### src/rtl/servo_pkg.sv
// servo_pkg: default servo timing constants and the width clamp shared by the servo drivers
package servo_pkg;
  localparam int DEF_PERIOD = 20000;
  localparam int DEF_MIN_W = 500;
  localparam int DEF_MAX_W = 2500;
  localparam int DEF_RST_W = 1500;
  function automatic int unsigned clamp_w(input int unsigned w, input int unsigned mn, input int unsigned mx);
    return w == 0 ? 32'd0 : w < mn ? mn : w > mx ? mx : w;
  endfunction
endpackage

### src/rtl/servo_slew.sv
// servo_slew: next active width for one channel at a frame boundary.
// With SERVO_SLEW_EN defined the width moves toward the target by at most SLEW_STEP per frame.
module servo_slew #(
  parameter int CNT_W = 16
`ifdef SERVO_SLEW_EN
  , parameter int SLEW_STEP = 100
`endif
) (
  input  logic [CNT_W-1:0] tgt,
  input  logic [CNT_W-1:0] act,
  input  logic             boundary,
  output logic [CNT_W-1:0] nxt
);
`ifdef SERVO_SLEW_EN
  localparam logic signed [CNT_W:0] STEP = (CNT_W+1)'(SLEW_STEP);
  logic signed [CNT_W:0] diff;
  assign diff = $signed({1'b0, tgt}) - $signed({1'b0, act});
  // switching off, or waking from off, bypasses the slew limit
  assign nxt = !boundary ? act :
               (tgt == '0 || act == '0) ? tgt :
               diff > STEP ? act + CNT_W'(SLEW_STEP) :
               diff < -STEP ? act - CNT_W'(SLEW_STEP) : tgt;
`else
  assign nxt = boundary ? tgt : act;
`endif
endmodule

### src/rtl/servo_pwm_multi.sv
// servo_pwm_multi: CH servo pulse outputs on one shared frame counter; widths apply at frame boundaries.
// Define SERVO_SLEW_EN to slew-limit width changes per frame.
module servo_pwm_multi
  import servo_pkg::*;
#(
  parameter int CH = 4,
  parameter int CNT_W = 16,
  parameter int PERIOD = DEF_PERIOD,
  parameter int MIN_W = DEF_MIN_W,
  parameter int MAX_W = DEF_MAX_W,
  parameter int RST_W = DEF_RST_W,
  parameter int SLEW_STEP = 100,
  localparam int CH_W = CH > 1 ? $clog2(CH) : 1
) (
  input  logic             clk_1m,
  input  logic             rst_n,
  input  logic             wr_valid,
  input  logic [CH_W-1:0]  wr_ch,
  input  logic [CNT_W-1:0] wr_width,
  output logic             wr_err,
  output logic             frame_tick,
  output logic [CH-1:0]    pwm_out
);
  logic [CNT_W-1:0] cnt, wr_w;
  logic [CNT_W-1:0] tgt [CH];
  logic [CNT_W-1:0] act [CH];
  logic [CNT_W-1:0] nxt [CH];
  logic boundary;
  if (MAX_W >= PERIOD || SLEW_STEP < 1 || ((PERIOD - 1) >> CNT_W) != 0) begin : g_bad_cfg
    $error("servo_pwm_multi: invalid configuration");
  end
  assign boundary = cnt == CNT_W'(PERIOD - 1);
  assign wr_w = CNT_W'(clamp_w(32'(wr_width), MIN_W, MAX_W));
  for (genvar i = 0; i < CH; i++) begin : g_ch
    servo_slew #(
      .CNT_W(CNT_W)
`ifdef SERVO_SLEW_EN
      , .SLEW_STEP(SLEW_STEP)
`endif
    ) u_slew (
      .tgt(tgt[i]),
      .act(act[i]),
      .boundary(boundary),
      .nxt(nxt[i])
    );
  end
  // act <= MAX_W < PERIOD keeps the output low at the boundary cycle, so updates never cut a pulse
  always_ff @(posedge clk_1m or negedge rst_n)
    if (!rst_n) begin
      cnt <= '0;
      frame_tick <= 1'b0;
      wr_err <= 1'b0;
      pwm_out <= '0;
      for (int i = 0; i < CH; i++) begin
        tgt[i] <= CNT_W'(RST_W);
        act[i] <= CNT_W'(RST_W);
      end
    end else begin
      cnt <= boundary ? '0 : cnt + 1'b1;
      frame_tick <= cnt == '0;
      wr_err <= wr_valid && {1'b0, wr_ch} >= (CH_W+1)'(CH);
      for (int i = 0; i < CH; i++) begin
        if (wr_valid && wr_ch == CH_W'(i)) tgt[i] <= wr_w;
        act[i] <= nxt[i];
        pwm_out[i] <= cnt < act[i];
      end
    end
endmodule

### config.mk
export PLATFORM = sky130hd
export DESIGN_NAME = servo_pwm_multi
export DESIGN_NICKNAME = d
export VERILOG_FILES = /design/src/rtl/servo_pkg.sv /design/src/rtl/servo_slew.sv /design/src/rtl/servo_pwm_multi.sv
export SDC_FILE = /design/constraint.sdc
export NUM_CORES = 1
export LEC_CHECK = 0
export CORE_ASPECT_RATIO = 2
export CORE_UTILIZATION = 35
export DETAILED_ROUTE_END_ITERATION = 16
export PLACE_DENSITY = 0.49
export SYNTH_ARGS = -nofsm -noshare
export SYNTH_HDL_FRONTEND = slang
export SYNTH_SLANG_ARGS = --single-unit
### constraint.sdc
create_clock -name clk_1m -period 2.84 [get_ports clk_1m]
set_input_delay 0.568 -clock clk_1m [delete_from_list [all_inputs] [get_ports clk_1m]]
set_output_delay 0.568 -clock clk_1m [all_outputs]
set_load 0.01 [all_outputs]
==> impl_metrics.py, run 1 <==
metrics = {
    "status": {
        "status": "finished, final reports clean",
    },
    "place": {
        "globalplace.congestion": 0.8352,
        "port_buffers": 25,
        "dp_hpwl_um": 13120,
        "dp_cells": 950,
        "pre_cts_ws_ns": 0.2154,
        "dpl-instance-area_mm2": 0.008240,
    },
    "synthesis": {
        "yosysUniqueCellTypes": 51,
        "synth_ff_type": "dfrtp_1",
        "ys_seq_elements": 149,
        "yosysSeqAreaShare_pct": 49.75,
        "synth_edf_count": 0,
        "synthCells": 650,
        "syn_avg_cell_area_um2": 11.75,
        "syn_area_mm2": 0.007636,
        "yosys_warnings": 0,
        "synthesis.nets": 733,
        "async_flop_share_pct": 100.0,
    },
    "global_route": {
        "grt_first_pass_wirelength_um": 28440,
        "antenna_found_initial": 0,
        "grt_pass1_vias": 5368,
        "grt_overflow": 0,
        "grt_max_degree": 58,
        "track_usage_pct": 17.08,
    },
    "critical_path": {
        "regToRegSetupSlack_ns": 0.55,
        "setup.worst_path.start": "cnt[1]",
        "path_cells": "ha_1, and4_1, and4_4, buf_4, mux2_1",
        "cpMaxStageDelayCell": "dfrtp_1",
        "cp-start-kind": "register",
        "path_max_fanout": 13,
        "reg2reg_from": "cnt[1]",
        "cp_slowest_stage_delay_ns": 0.51,
        "criticalPathCategory": "reg -> reg",
        "path_delay_family": "simple AND/OR/NAND/NOR gates",
        "path_buf_inv": 1,
        "regToRegEndpoint": "act[62]",
        "end_kind": "register",
        "r2r.worst_path.cells": 5,
        "crit_required_ns": 3.15,
        "crit_arrival_ns": 2.60,
    },
    "die": {
        "dieArea_mm2": 0.02245,
        "core_mm2": 0.02149,
        "ios": 27,
        "initial_core_util_pct": 35.53,
        "die_w_um": 106.4,
        "rows": 76,
        "die_h_um": 210.9,
    },
    "finish": {
        "fillCellCount": 2085,
        "final_core_util_pct": 41.36,
        "final_area_mm2": 0.008889,
        "final_common_cell": "dfrtp_1",
        "diodes": 0,
        "layout_common_cells": "dfrtp_1, inv_1, ha_1",
        "finalNonFillerCells": 982,
        "area_delta_synth_final_pct": 16.40,
        "finalNetCount": 779,
        "final_layout_size_suffix_gt1_share_pct": 24.82,
    },
    "routing": {
        "wl_met3_um": 376,
        "met2_length_um": 10220,
        "antenna_left": 0,
        "vias": 4918,
        "wl_met1_um": 6277,
        "vias_per_cell": 5.008,
        "drt_iter0_drc": 164,
        "wl_per_cell_um": 17.79,
        "dr.max_layer_used": "met4",
        "drt-pass1-iter-count": 4,
        "drc_errors": 0,
        "drt-total-wl_um": 17470,
    },
    "clock_tree": {
        "cts_sinks": 149,
        "numCtsBuffers": 17,
        "path_clk_slew_ns": 0.06,
        "cts_setup_buffers": 0,
        "cts_tree": "built",
        "cts_max_level": 4,
        "cts_buffer_depth": 2,
        "cts_root_buf": "clkbuf_16",
        "clkLatencyLatePin_ns": 0.43,
        "cts_resized": 0,
        "postCtsHoldBufs": 0,
    },
    "sta": {
        "timing.slew.headroom_pct": 50.71,
        "fin_crit_sh_pct": 80.73,
        "clock.fmax_mhz": 436.2,
        "tightest_slew_ns": 0.7362,
        "final_hold_viol_count": 0,
        "finalClockSkew_ns": 0.009651,
        "grt_setup_unrepaired": "false",
        "finalMaxSlewViolations": 0,
        "setup-tns-final_ns": 0,
        "hold_ws_ns": 0.008928,
        "fin_crit_ns": 2.293,
        "finalSetupViolCount": 0,
        "fin_ws_ns": 0.5474,
    },
    "power": {
        "power_density_mw_per_mm2": 541.6,
        "total_power_mw": 4.814,
        "leakage_nw": 3.938,
        "vdd_drop_max_mv": 0.3976,
    },
    "worst_hold_path": {
        "min-delay-path-class": "in -> async",
    },
    "job": {
        "drv_cap": 0,
    },
}
==> synthesized netlist by cell type, types with 2 or more instances <==
cell	count	area, um^2
nand4_1	15	93.84
nand2_1	61	229.0
dfrtp_1	93	2327
nor2_1	22	82.58
xor2_1	7	61.31
and3_1	5	31.28
a21oi_1	21	105.1
a22oi_1	2	15.01
inv_1	63	236.5
nand2b_1	8	50.05
buf_12	7	140.1
a31oi_1	4	25.02
a21o_1	4	30.03
or4_1	2	15.01
ha_1	62	775.7
o211ai_1	2	15.01
nand3b_1	4	30.03
nor2b_1	2	12.51
xnor2_1	7	61.31
a211o_1	8	70.07
and2_1	17	106.4
nor4_1	4	25.02
or2_2	2	12.51
nand3_1	12	60.06
a211oi_1	4	30.03
o21ai_0	45	225.2
mux2_4	60	900.9
o21a_1	4	30.03
dfstp_2	56	1471
and4_1	3	26.28
clkbuf_1	10	37.54
o31ai_1	12	90.09
mux2_1	4	45.04
==> logic make-up (layout without fill, tap and decap cells) <==
group | Yosys count | after routing | synth area share [%]
buffers and inverters | 82 | 141 | 5.669
and+or+nand+nor | 167 | 167 | 11.47
DFF | 149 | 149 | 49.75
AOI/OAI and AO/OA | 111 | 111 | 8.914
other | 1 | 1 | 0.04911
muxes | 64 | 64 | 12.39
adders and majority gates | 62 | 62 | 10.16
xor gates and xnor gates | 14 | 14 | 1.606
==> area by class of cell <==
cell class,count,area [um^2],area share (%)
clock inverters,5,50.05,0.5631
multi-input cells,419,3405,38.30
well taps,273,341.6,3.843
inverters,63,236.5,2.660
flip-flops and latches,149,3799,42.74
clock buffers,27,598.1,6.729
repair buffers,46,459.2,5.166
==> metal layers <==
layer | global-route usage (%) | up-vias
met1 | 16.47 | 2448
met4 | 7.936 | 0
met5 | 0 | -
met3 | 3.394 | 32
met2 | 33.68 | 83
li1 | - | 2355
==> flip-flops by register name, summed over array words and instances (netlist names) <==
register	cells
frame_tick	1
cnt	16
act	64
tgt	64
pwm_out	4
==> where the power goes <==
part | internal, mW | switching, mW
registers | 2.21 | 0.0322
clock network | 1.53 | 0.864
logic | 0.0649 | 0.115
total | 3.80 | 1.01
==> worst reg2reg max path, stage by stage, from the launching register on <==
cell,delay (ns)
dfrtp_1,0.51
ha_1,0.27
and4_1,0.34
and4_4,0.49
buf_4,0.23
mux2_1,0.34
==> worst max-delay path by stage <==
stage / endpoint / depth (start not counted) / slack [ns]
after CTS: act[62] / 5 / 0.53
after detailed placement: tgt[22] / 5 / 0.22
final: act[62] / 5 / 0.55
after floorplan: act[61] / 6 / 0.73
after global placement: tgt[22] / 5 / 0.30
after global routing: act[62] / 5 / 0.47
Note: power is estimated with default switching activity, not from simulation.
==> run 2: changes to the inputs <==
--- a/config.mk
+++ b/config.mk
@@ -8,7 +8,7 @@
 export CORE_ASPECT_RATIO = 2
 export CORE_UTILIZATION = 35
 export DETAILED_ROUTE_END_ITERATION = 16
-export PLACE_DENSITY = 0.49
+export PLACE_DENSITY = 0.5
 export SYNTH_ARGS = -nofsm -noshare
 export SYNTH_HDL_FRONTEND = slang
 export SYNTH_SLANG_ARGS = --single-unit
==> constraint.sdc (replaced) <==
create_clock -name clk_1m -period 2.1 [get_ports clk_1m]
set_input_delay 0.42 -clock clk_1m [delete_from_list [all_inputs] [get_ports clk_1m]]
set_output_delay 0.42 -clock clk_1m [all_outputs]
set_load 0.01 [all_outputs]
==> run 2 against run 1 <==
Effect of this change: the run now ends with setup timing left; combinational power increased by 47%; critical path depth increased by 1; clock power increased by 44%; cell count increased by 3.4%; count of clock-buffer cells in the layout decreased by 8; register-to-register slack got worse by 0.56 ns; fmax increased by 8.5%; via count increased by 2.6%; hold slack improved by 0.47 ns; critical path type unchanged; largest power group unchanged.
==> impl_metrics.py, run 2 (synthesized netlist as in run 1, its figures left out) <==
metrics = {
    "sta": {
        "fin_crit_sh_pct": 100.6,
        "clock.fmax_mhz": 473.2,
        "finalClockSkew_ns": 0.007756,
        "timing.slew.headroom_pct": 55.17,
        "finalMaxSlewViolations": 0,
        "grt_setup_unrepaired": "true",
        "tightest_slew_ns": 0.6724,
        "finalSetupViolCount": 24,
        "final_hold_viol_count": 0,
        "fin_ws_ns": -0.01348,
        "fin_crit_ns": 2.113,
    },
    "global_route": {
        "grt_max_degree": 50,
        "track_usage_pct": 17.01,
        "grt_use_met1_pct": 16.72,
        "met2_usage_pct": 33.00,
        "grt_busiest_layer": "met2",
        "antenna_found_initial": 0,
        "grt_pass1_vias": 5444,
        "grt_overflow": 0,
        "met3_usage_pct": 3.363,
        "grt_first_pass_wirelength_um": 28520,
    },
    "finish": {
        "finalNetCount": 812,
        "area_delta_synth_final_pct": 22.02,
        "final_layout_size_suffix_gt1_share_pct": 28.98,
        "reg_top3": "act: 64 flops, tgt: 64 flops, cnt: 16 flops",
        "finalNonFillerCells": 1015,
        "diodes": 0,
        "layout_common_cells": "dfrtp_1, mux2_4, inv_1",
        "final_common_cell": "dfrtp_1",
        "final_core_util_pct": 43.36,
    },
    "worst_hold_path": {
        "min-delay-path-class": "reg -> reg",
    },
    "status": {
        "failed_checks": "setup timing",
        "status": "finished, violations left",
    },
    "power": {
        "leakage_nw": 4.139,
        "power_density_mw_per_mm2": 722.2,
        "vdd_drop_max_mv": 0.4945,
    },
    "routing": {
        "wl_per_cell_um": 17.60,
        "vias": 5044,
        "drt-pass1-iter-count": 4,
        "drt_iter0_drc": 137,
        "vias_per_cell": 4.969,
        "drc_errors": 0,
        "drt-total-wl_um": 17870,
        "antenna_left": 0,
    },
    "die": {
        "ios": 27,
        "die_h_um": 210.9,
        "core_mm2": 0.02149,
        "die_w_um": 106.4,
        "initial_core_util_pct": 35.53,
        "rows": 76,
        "dieArea_mm2": 0.02245,
    },
    "critical_path": {
        "criticalPathCategory": "reg -> reg",
        "crit_arrival_ns": 2.42,
        "path_max_fanout": 7,
        "end_kind": "register",
        "crit_required_ns": 2.41,
        "cp-start-kind": "register",
    },
    "place": {
        "dp_hpwl_um": 13170,
        "globalplace.congestion": 0.8733,
        "pre_cts_ws_ns": -0.3242,
        "dp_cells": 969,
        "port_buffers": 25,
    },
    "clock_tree": {
        "cts_root_buf": "clkbuf_16",
        "path_clk_slew_ns": 0.06,
        "cts_sinks": 149,
        "cts_tree": "built",
        "cts_buffer_depth": 2,
        "cts_max_level": 4,
        "numCtsBuffers": 17,
        "clkLatencyLatePin_ns": 0.43,
    },
    "job": {
        "drv_cap": 0,
    },
}
## run 2: changes by cell type in the layout (fill, tap and decap cells not counted), sizes merged
| cell | delta |
|---|---|
| buf | +27 |
| bufinv | +5 |
| clkbuf | -3 |
| clkinvlp | +2 |
| dlygate4sd3 | +1 |
| inv | +1 |
## run 2: metrics by stage
stage	power, mW	setup TNS, ns	hold WS, ns	cell area (um^2)
2_1_floorplan	3.161	0	0.1244	7637
3_3_place_gp	3.332	-6.582	0.3942	8409
3_5_place_dp	3.346	-10.05	0.4042	8409
4_1_cts	6.811	-0.2208	0.4816	9128
5_1_grt	6.960	-4.066	0.4975	9318
6_report	6.730	-0.1214	0.4773	9318
## run 2: worst paths after layout
path                              start  slack, ns       to  depth (start not counted)
max in group asynchronous         rst_n       0.91  act[18]                          3
worst max register to register  cnt[15]      -0.01  act[47]                          6
min in group asynchronous         rst_n       0.50  act[13]                          2
worst max-delay path            cnt[15]      -0.01  act[47]                          6
worst min register to register  tgt[59]       0.48  tgt[59]                          2
worst min-delay path            tgt[59]       0.48  tgt[59]                          2
## run 2: repair_timing
| item | 4_1_cts | 5_1_grt |
|---|---|---|
| hold endpoints to repair | 40 | 0 |
| hold buffers | 1 | 0 |
| gates resized for setup | 4 | 2 |
| cloned | 0 | 6 |
| pin swaps | 1 | 1 |
| setup buffers | 3 | 4 |
| setup endpoints to repair | 29 | 68 |
## run 2: routing by layer
metal | vias to the layer above | routed length, um
li1 | 2419 | -
met1 | 2499 | 6540
met2 | 89 | 10220
met3 | 37 | 408
met4 | 0 | 700
met5 | - | 0
## run 2: report_power, final
group,leakage [nW],internal (mW),switching (mW)
Sequential,1.85,2.99,0.0415
Combinational,1.96,0.104,0.159
Clock,0.323,2.26,1.18
## run 2: critical path, stage by stage, from the launching register on
cell and delay, ns:
dfrtp_1 0.38, or4_4 0.55, nor4_4 0.15, and4_4 0.29
buf_4 0.16, clkbuf_16 0.16, mux2_4 0.30
## run 2: layout make-up
type,count,area (um^2)
Fill cell,2066,12170
Sequential cell,149,3800
Multi-Input combinational cell,419,3431
Timing Repair Buffer,79,838.3
Clock buffer,19,442.9
Tap cell,273,341.6
Inverter,63,236.5
Clock inverter,13,227.7
